`config.mk`:
```
export PLATFORM = sky130hd
export DESIGN_NAME = spi_mem_arbiter
export DESIGN_NICKNAME = d
export VERILOG_FILES = /design/src/rtl/spi_mem_arbiter.sv
export SDC_FILE = /design/constraint.sdc
export NUM_CORES = 1
export LEC_CHECK = 0
export CORE_AREA = 2 2 68 70
export CTS_CLUSTER_DIAMETER = 40
export DETAILED_ROUTE_END_ITERATION = 8
export DIE_AREA = 0 0 70 72
export GPL_TIMING_DRIVEN = 0
export PLACE_DENSITY_LB_ADDON = 0.12
export SLEW_MARGIN = 30
export SYNTH_ARGS = -nofsm -noshare
export SYNTH_HDL_FRONTEND = slang
export SYNTH_SLANG_ARGS = --single-unit
export TNS_END_PERCENT = 50
```
`constraint.sdc`:
```
create_clock -name clk -period 1.5 [get_ports clk]
set_clock_uncertainty 0.15 [all_clocks]
set_input_delay 0.3 -clock clk [delete_from_list [all_inputs] [get_ports clk]]
set_output_delay 0.3 -clock clk [all_outputs]
set_load 0.01 [all_outputs]
```
`src/rtl/spi_mem_arbiter.sv`:
```
// spi_mem_arbiter
//   Two-requester round-robin arbiter in front of the SPI SRAM master
//   memory port. Requester 0 is the CPU side, requester 1 the DMA/debug
//   port. One transaction at a time; the granted requester's command is
//   passed combinationally to the memory port while BUSY.
//
//   Optional feature macro: SPI_ARB_BURST_EN
//     When defined, a granted requester that presents the next sequential
//     address (same direction) in the cycle its access completes keeps the
//     grant, with mem_en held high, for up to MAX_BURST back-to-back
//     accesses. When undefined, every access is followed by one IDLE cycle.
//
// Parameters
//   MAX_BURST   maximum back-to-back sequential grants to one requester (1..15)
//
// Ports
//   clk, rst_n                      clock, asynchronous active-low reset
//   reqN_en/wr/addr/wdata  (in)     requester N command (N = 0, 1)
//   reqN_rdy               (out)    requester N completion pulse
//   reqN_rdata             (out)    read data (always mem_rdata; qualify with rdy)
//   mem_en/wr/addr/wdata   (out)    memory port command
//   mem_rdy, mem_rdata     (in)     memory port completion and read data
module spi_mem_arbiter #(
  parameter int unsigned MAX_BURST = 4
) (
  input  logic        clk,
  input  logic        rst_n,
  input  logic        req0_en,
  input  logic        req0_wr,
  input  logic [23:0] req0_addr,
  input  logic [7:0]  req0_wdata,
  output logic        req0_rdy,
  output logic [7:0]  req0_rdata,
  input  logic        req1_en,
  input  logic        req1_wr,
  input  logic [23:0] req1_addr,
  input  logic [7:0]  req1_wdata,
  output logic        req1_rdy,
  output logic [7:0]  req1_rdata,
  output logic        mem_en,
  output logic        mem_wr,
  output logic [23:0] mem_addr,
  output logic [7:0]  mem_wdata,
  input  logic        mem_rdy,
  input  logic [7:0]  mem_rdata
);

  if (MAX_BURST < 1 || MAX_BURST > 15) begin : g_bad_max_burst
    $error("spi_mem_arbiter: MAX_BURST must be in 1..15");
  end

  typedef enum logic {
    ST_IDLE = 1'b0,
    ST_BUSY = 1'b1
  } state_t;

  state_t      r_state;
  state_t      w_state_nxt;
  // r_grant doubles as last_grant: it keeps the most recent winner.
  logic        r_grant;
  logic        w_grant_nxt;
  // Blocks arbitration on the first edge after reset release so the
  // earliest grant lands on the second rising edge.
  logic        r_armed;

  logic        w_gnt_wr;
  logic [23:0] w_gnt_addr;
  logic [7:0]  w_gnt_wdata;

  assign w_gnt_wr    = r_grant ? req1_wr    : req0_wr;
  assign w_gnt_addr  = r_grant ? req1_addr  : req0_addr;
  assign w_gnt_wdata = r_grant ? req1_wdata : req0_wdata;

`ifdef SPI_ARB_BURST_EN
  localparam logic [3:0] BURST_LIM = 4'(MAX_BURST - 1);

  logic [3:0]  r_burst_cnt;
  logic [3:0]  w_burst_cnt_nxt;
  logic [23:0] r_prev_addr;
  logic        r_prev_wr;
  logic        w_gnt_en;
  logic        w_seq;
  logic        w_load_prev;
  logic [23:0] w_nxt_addr;
  logic        w_nxt_wr;

  assign w_gnt_en = r_grant ? req1_en : req0_en;
  // The 24-bit compare width makes FFFFFF -> 000000 count as sequential.
  assign w_seq    = w_gnt_en && (w_gnt_addr == r_prev_addr + 24'd1) &&
                    (w_gnt_wr == r_prev_wr) && (r_burst_cnt < BURST_LIM);

  // Capture the address of every access that starts, whether from IDLE
  // or as a burst continuation, so the next sequential check has a base.
  assign w_load_prev = (w_state_nxt == ST_BUSY) &&
                       ((r_state == ST_IDLE) || mem_rdy);
  assign w_nxt_addr  = w_grant_nxt ? req1_addr : req0_addr;
  assign w_nxt_wr    = w_grant_nxt ? req1_wr   : req0_wr;
`endif

  // State register
  always_ff @(posedge clk or negedge rst_n) begin
    if (!rst_n) begin
      r_state <= ST_IDLE;
      r_grant <= 1'b1;
      r_armed <= 1'b0;
`ifdef SPI_ARB_BURST_EN
      r_burst_cnt <= '0;
      r_prev_addr <= '0;
      r_prev_wr   <= 1'b0;
`endif
    end else begin
      r_state <= w_state_nxt;
      r_grant <= w_grant_nxt;
      r_armed <= 1'b1;
`ifdef SPI_ARB_BURST_EN
      r_burst_cnt <= w_burst_cnt_nxt;
      if (w_load_prev) begin
        r_prev_addr <= w_nxt_addr;
        r_prev_wr   <= w_nxt_wr;
      end
`endif
    end
  end

  // Next-state logic
  always_comb begin
    w_state_nxt = r_state;
    w_grant_nxt = r_grant;
`ifdef SPI_ARB_BURST_EN
    w_burst_cnt_nxt = r_burst_cnt;
`endif
    unique case (r_state)
      ST_IDLE: begin
        if (r_armed && (req0_en || req1_en)) begin
          // On a tie the requester that was not granted last wins.
          if (req0_en && req1_en) begin
            w_grant_nxt = ~r_grant;
          end else begin
            w_grant_nxt = req1_en;
          end
          w_state_nxt = ST_BUSY;
        end
`ifdef SPI_ARB_BURST_EN
        w_burst_cnt_nxt = '0;
`endif
      end
      ST_BUSY: begin
        if (mem_rdy) begin
`ifdef SPI_ARB_BURST_EN
          if (w_seq) begin
            w_burst_cnt_nxt = r_burst_cnt + 4'd1;
          end else begin
            w_state_nxt     = ST_IDLE;
            w_burst_cnt_nxt = '0;
          end
`else
          w_state_nxt = ST_IDLE;
`endif
        end
      end
      default: w_state_nxt = ST_IDLE;
    endcase
  end

  // Output logic
  always_comb begin
    mem_en    = 1'b0;
    mem_wr    = 1'b0;
    mem_addr  = '0;
    mem_wdata = '0;
    req0_rdy  = 1'b0;
    req1_rdy  = 1'b0;
    if (r_state == ST_BUSY) begin
      mem_en    = 1'b1;
      mem_wr    = w_gnt_wr;
      mem_addr  = w_gnt_addr;
      mem_wdata = w_gnt_wdata;
      req0_rdy  = mem_rdy & ~r_grant;
      req1_rdy  = mem_rdy &  r_grant;
    end
  end

  assign req0_rdata = mem_rdata;
  assign req1_rdata = mem_rdata;

endmodule

```
==> flow_metrics.env, run 1 <==
export IMPL_timing_rr_start="r_grant"
export IMPL_ys_seq_area_frac=0.0865
export IMPL_crit_buf_inv=4
export IMPL_violations="setup timing"
export IMPL_grt_ovfl_total=0
export IMPL_grt_pass1_wl_mm=5.64
export IMPL_crit_chain="buf_12 -> buf_12 -> buf_12 -> mux2i_2 -> nor2b_1 -> buf_2"
export IMPL_period_share=1.31
export IMPL_min_path_type="in2async"
export IMPL_final_cell_count_no_fill=289
export IMPL_fill_cells=404
export IMPL_dpl_hpwl_mm=2.86
export IMPL_p_sw_uw=606
export IMPL_h_tree_depth=1
export IMPL_startpoint_type="register"
export IMPL_clock_path_buffers=2
export IMPL_layout_drive_gt1_share=0.321
export IMPL_reg2regPathDepth=4
export IMPL_cp_slowest_cell="dfstp_2"
export IMPL_min_period_ns=1.96
export IMPL_area_growth_pct=155
export IMPL_cts_sinks=3
export IMPL_utilization=0.527
export IMPL_maxCapViolations=0
export IMPL_grt_max_degree=11
export IMPL_yosys_top_cells_area="mux2i_1 39%, nor2b_1 23%, buf_4 14%"
export IMPL_yosys_top_cells_count="34 x mux2i_1, 33 x nor2b_1, 16 x buf_4, 3 x buf_12"
export IMPL_grt_pass1_vias=1240
export IMPL_status="finished with violations"
export IMPL_vias=1167
export IMPL_drc=0
export IMPL_combPwrFrac=0.817
export IMPL_clockRootBuffer="clkbuf_8"
export IMPL_powerDensity_nw_per_um2=840
export IMPL_ios=131
export IMPL_cp_max_fo=6
export IMPL_post_drt_wl_per_cell_um=12.1
export IMPL_netSwitchingFraction=0.321
export IMPL_syn_nets=181
export IMPL_ys_async_sr_fraction=1.00
export IMPL_cts_buffers_inserted=3
export IMPL_rsz0062_at_grt="yes"
export IMPL_final_cell_area_um2=2250
export IMPL_antenna_found_initial=0
export IMPL_ys_ff_latch=3
export IMPL_synth_top_cell_area_share=0.386
export IMPL_wl_mm=3.51
export IMPL_rrSetupSlack_ns=0.16
export IMPL_cp_top_family="flip-flops"
export IMPL_drt_pass1_iter_count=3
export IMPL_critPathRequiredTime_ns=1.05
export IMPL_place_inst=276
export IMPL_grt_total_usage=0.133
export IMPL_fmax_mhz=510
export IMPL_setup_violations=35
export IMPL_core_area_um2=4260
export IMPL_place_congestion=0.764
export IMPL_start_util=0.207
export IMPL_p_int_uw=1280
export IMPL_drt_iter0_markers=11
export IMPL_clock_latency_ns=0.21
export IMPL_place_area_um2=2170
export IMPL_synth_edff_count=0
export IMPL_cts_tree="done"
export IMPL_diodes=0
export IMPL_layout_nets=317
export IMPL_synthFlopType="dfrtp_1"
export IMPL_critical_path_class="reg2out"
export IMPL_end_kind="output port"
export IMPL_regToRegEndpoint="r_grant"
export IMPL_rows=24
export IMPL_ant_nets=0
export IMPL_yosys_area_top_type="mux2i_1"
export IMPL_cts_hold_buf=0
export IMPL_clk_pin_slew_ns=0.03
export IMPL_leakagePower_uw=0.00106
export IMPL_ys_warn_count=0
export IMPL_setup_ws_ns=-0.462
export IMPL_crit_arrival_ns=1.51
export IMPL_netlist_instances=102
export IMPL_yosysUniqueCellTypes=17
export IMPL_synth_most_common_cell="mux2i_1"
export IMPL_max_stage_delay_ns=0.53
export IMPL_ir_worst_vdd_v=0.000662
export IMPL_die_w_um=70
export IMPL_hold_viol=0
export IMPL_cp_common_cell="buf_12"
export IMPL_hold_ws_ns=0.122
export IMPL_die_h_um=72
export IMPL_die_area_um2=5040
export IMPL_io_buffers=122
export IMPL_drv_slew=0
export IMPL_seqPwrFrac=0.060
export IMPL_syn_area_um2=882
export IMPL_viasPerCell=4.04
export IMPL_pwr_share_clk=0.124
export IMPL_postSynthAreaPerCell_um2=8.65
worst reg2reg max path: cells and delay by family (launching register included):
family                 cells  cell delay, ns
AO/OA/AOI/OAI              1            0.15
buffers and inverters      2            0.26
flip-flops                 1            0.53
AND/OR/NAND/NOR            1            0.18
how the worst max path moves through the flow:
stage | endpoint | cells past startpoint | from | slack [ns]
after CTS | mem_addr[18] | 6 | r_grant | -0.46
final | mem_addr[22] | 6 | r_grant | -0.46
after floorplan | mem_addr[10] | 4 | r_grant | -0.01
after detailed placement | mem_addr[3] | 4 | r_state | -0.58
after global placement | mem_addr[14] | 5 | r_grant | -0.53
after global routing | mem_addr[18] | 6 | r_grant | -0.52
registers in the layout, indices dropped and copies added (netlist names):
signal	cells
r_grant	1
r_armed	1
r_state	1
cells by family (layout without fill, tap and decap cells):
family,after synthesis,in the layout,share of synthesized area
AND/OR/NAND/NOR,38,38,0.272
multiplexers,34,34,0.386
buffers and inverters,24,159,0.237
flip-flops,3,3,0.0865
AO/OA/AOI/OAI,2,2,0.0142
other,1,1,0.00425
cells in the final DEF, fill, tap and decap left out:
| cell type | synthesis | final |
|---|---|---|
| buf_12 | 3 | 9 |
| dfrtp_1 | 2 | 2 |
| buf_16 | 0 | 2 |
| o21ai_0 | 1 | 1 |
| nor2_1 | 1 | 1 |
| and3_1 | 1 | 1 |
| nand2_1 | 1 | 1 |
| clkbuf_4 | 0 | 1 |
| nor2b_1 | 33 | 33 |
| dfstp_2 | 1 | 1 |
| clkbuf_8 | 0 | 3 |
| buf_4 | 16 | 18 |
| clkdlybuf4s50_1 | 0 | 86 |
| a21o_1 | 1 | 1 |
| buf_6 | 1 | 2 |
| mux2i_1 | 34 | 30 |
| conb_1 | 1 | 1 |
| clkbuf_2 | 0 | 1 |
| and4bb_1 | 1 | 1 |
| buf_2 | 2 | 35 |
| nand3b_1 | 1 | 1 |
| dlygate4sd2_1 | 0 | 1 |
| clkbuf_1 | 2 | 1 |
| mux2i_2 | 0 | 4 |
power by group through the flow:
stage | clock network (µW) | registers [µW] | logic (µW)
after global placement | 0 | 110 | 1280
after global routing | 252 | 114 | 1650
after detailed placement | 0 | 110 | 1300
after floorplan | 0 | 111 | 720
after CTS | 239 | 112 | 1510
final | 234 | 113 | 1540
area by class of cell:
| type | instances | area [µm²] | share of cell area |
|---|---|---|---|
| sequential | 3 | 76.3 | 0.0339 |
| tap | 52 | 65.1 | 0.0289 |
| timing repair buffer | 131 | 1220 | 0.542 |
| clock buffer | 4 | 45.0 | 0.0200 |
| multi-input combinational | 75 | 612 | 0.272 |
| buffer | 24 | 231 | 0.103 |
per-layer routing:
metal,vias up,global-route usage,share of wire
met5,-,0,0
met4,0,0.0192,0
met3,0,0.0236,0.087
met2,75,0.256,0.51
met1,501,0.156,0.41
li1,591,-,-
stage by stage:
step           TNS (ns)  power, µW  setup WS [ns]
2_1_floorplan    -0.240        831        -0.0113
3_3_place_gp     -17.30       1390         -0.535
3_5_place_dp     -18.06       1420         -0.583
4_1_cts          -13.52       1860         -0.464
5_1_grt          -15.32       2010         -0.524
6_report         -13.16       1890         -0.462
repair_timing:
item / in CTS / in global routing
buffers inserted: 4 / 3
cloned: 3 / 0
setup endpoints to repair: 36 / 35
resized for setup: 149 / 7
No activity file was read; power rests on OpenSTA's default activity.
==> run 2: changes to the inputs <==
--- a/config.mk
+++ b/config.mk
@@ -5,10 +5,12 @@
 export SDC_FILE = /design/constraint.sdc
 export NUM_CORES = 1
 export LEC_CHECK = 0
-export CORE_AREA = 2 2 68 70
+export CELL_PAD_IN_SITES_DETAIL_PLACEMENT = 0
+export CELL_PAD_IN_SITES_GLOBAL_PLACEMENT = 2
+export CORE_AREA = 2 2 97 99
 export CTS_CLUSTER_DIAMETER = 40
 export DETAILED_ROUTE_END_ITERATION = 8
-export DIE_AREA = 0 0 70 72
+export DIE_AREA = 0 0 99 101
 export GPL_TIMING_DRIVEN = 0
 export PLACE_DENSITY_LB_ADDON = 0.12
 export SLEW_MARGIN = 30
==> flow_metrics.env, run 2 (synthesis results as in run 1) <==
export IMPL_cts_buffers_inserted=3
export IMPL_fmax_mhz=517
export IMPL_cp_slowest_cell="dfstp_2"
export IMPL_diodes=0
export IMPL_cp_max_fo=5
export IMPL_status="finished with violations"
export IMPL_place_inst=335
export IMPL_wl_mm=3.79
export IMPL_cp_common_cell="buf_12"
export IMPL_total_power_uw=1680
export IMPL_period_share=1.29
export IMPL_clock_latency_ns=0.21
export IMPL_critical_path_class="reg2out"
export IMPL_place_congestion=0.669
export IMPL_layout_nets=313
export IMPL_dpl_hpwl_mm=3.11
export IMPL_grt_max_degree=11
export IMPL_rows=35
export IMPL_ir_worst_vdd_v=0.000673
export IMPL_final_cell_mix="86 x clkdlybuf4s50_1, 34 x buf_2, 33 x nor2b_1, 32 x mux2i_1, 18 x buf_4"
export IMPL_regToRegEndpoint="r_grant"
export IMPL_ios=131
export IMPL_end_kind="output port"
export IMPL_cp_top_family="flip-flops"
export IMPL_die_area_um2=10000
export IMPL_ant_nets=0
export IMPL_min_period_ns=1.94
export IMPL_final_common_cell="clkdlybuf4s50_1"
export IMPL_clk_pin_slew_ns=0.03
export IMPL_io_buffers=122
export IMPL_post_drt_wl_per_cell_um=11.0
export IMPL_cts_hold_buf=0
export IMPL_grt_pass1_wl_mm=5.60
export IMPL_powerDensity_nw_per_um2=756
export IMPL_reg2regPathDepth=4
export IMPL_hold_ws_ns=0.126
export IMPL_reg_top3="r_armed (1), r_grant (1), r_state (1)"
export IMPL_cts_sinks=3
export IMPL_rrSetupSlack_ns=0.14
export IMPL_utilization=0.247
export IMPL_h_tree_depth=1
export IMPL_max_stage_delay_ns=0.53
export IMPL_critPathRequiredTime_ns=1.05
export IMPL_final_cell_count_no_fill=344
export IMPL_crit_arrival_ns=1.49
export IMPL_drt_pass1_iter_count=2
export IMPL_setup_ws_ns=-0.435
export IMPL_antenna_found_initial=0
export IMPL_clock_path_buffers=2
export IMPL_violations="setup timing"
export IMPL_drv_slew=0
export IMPL_layout_drive_gt1_share=0.300
export IMPL_core_area_um2=8980
export IMPL_vias=1159
export IMPL_min_path_type="in2async"
export IMPL_timing_rr_start="r_grant"
export IMPL_crit_chain="buf_12 -> buf_12 -> buf_12 -> mux2i_2 -> nor2b_1 -> buf_2"
export IMPL_grt_total_usage=0.0686
export IMPL_cts_tree="done"
export IMPL_area_growth_pct=152
export IMPL_viasPerCell=3.37
export IMPL_crit_buf_inv=4
export IMPL_clockRootBuffer="clkbuf_8"
export IMPL_drc=0
export IMPL_die_w_um=99
export IMPL_setup_violations=35
export IMPL_leakagePower_uw=0.00101
export IMPL_startpoint_type="register"
export IMPL_die_h_um=101
export IMPL_maxCapViolations=0
export IMPL_hold_viol=0
export IMPL_rsz0062_at_grt="yes"
export IMPL_grt_ovfl_total=0
export IMPL_drt_iter0_markers=9
export IMPL_start_util=0.0983
export IMPL_grt_pass1_vias=1116
## run 2: cell types whose count changed in the layout (fill, tap and decap cells not counted), sizes merged
cell    previous run  this run
buf               66        61
clkbuf             6         7
## run 2: worst max path at each step
stage	endpoint	slack, ns	startpoint	depth (start not counted)
after CTS	mem_addr[11]	-0.46	r_grant	5
after global placement	mem_addr[5]	-0.70	r_state	4
after global routing	mem_addr[22]	-0.52	r_grant	6
after detailed placement	mem_addr[21]	-0.72	r_state	4
final	mem_addr[22]	-0.44	r_grant	6
after floorplan	mem_addr[10]	-0.01	r_grant	4
## run 2: routing by layer
layer,GRT usage,up-vias,part of all wire
li1,-,585,-
met1,0.0887,492,0.43
met2,0.115,80,0.45
met3,0.0201,2,0.11
met4,0.0105,0,0.0055
met5,0,-,0
## run 2: through the flow
step / cell area (µm²) / setup TNS, ns / worst slack (ns)
floorplan: 886 / -0.240 / -0.0113
CTS: 2250 / -14.04 / -0.459
global placement: 2250 / -20.91 / -0.696
detailed placement: 2250 / -20.91 / -0.724
global route: 2220 / -14.82 / -0.515
finish: 2220 / -12.15 / -0.435
## run 2: layout make-up
type,instances,area (µm²)
flip-flops and latches,3,76.3
clock buffers,4,45.0
multi-input cells,75,604
plain buffers,23,221
fillers,990,6760
well taps,111,139
repair buffers,128,1130
## run 2: timing repair
action                                 4_1_cts  5_1_grt
pin swaps                                    1        0
resized for setup                          150        5
gates cloned                                 1        0
endpoints found under the hold margin        0        0
setup buffers                                5        1
setup endpoints to repair                   36       35
## run 2: power by group
part	internal [µW]	switching, µW
Combinational	827	511
Clock	181	47.0
Sequential	102	11.2
Total	1110	569
==> run 3: changes to the inputs <==
--- a/config.mk
+++ b/config.mk
@@ -13,7 +13,6 @@
 export DIE_AREA = 0 0 99 101
 export GPL_TIMING_DRIVEN = 0
 export PLACE_DENSITY_LB_ADDON = 0.12
-export SLEW_MARGIN = 30
 export SYNTH_ARGS = -nofsm -noshare
 export SYNTH_HDL_FRONTEND = slang
 export SYNTH_SLANG_ARGS = --single-unit
==> results of run 3 <==
Final layout, timing and power as in run 2 (identical DEF).
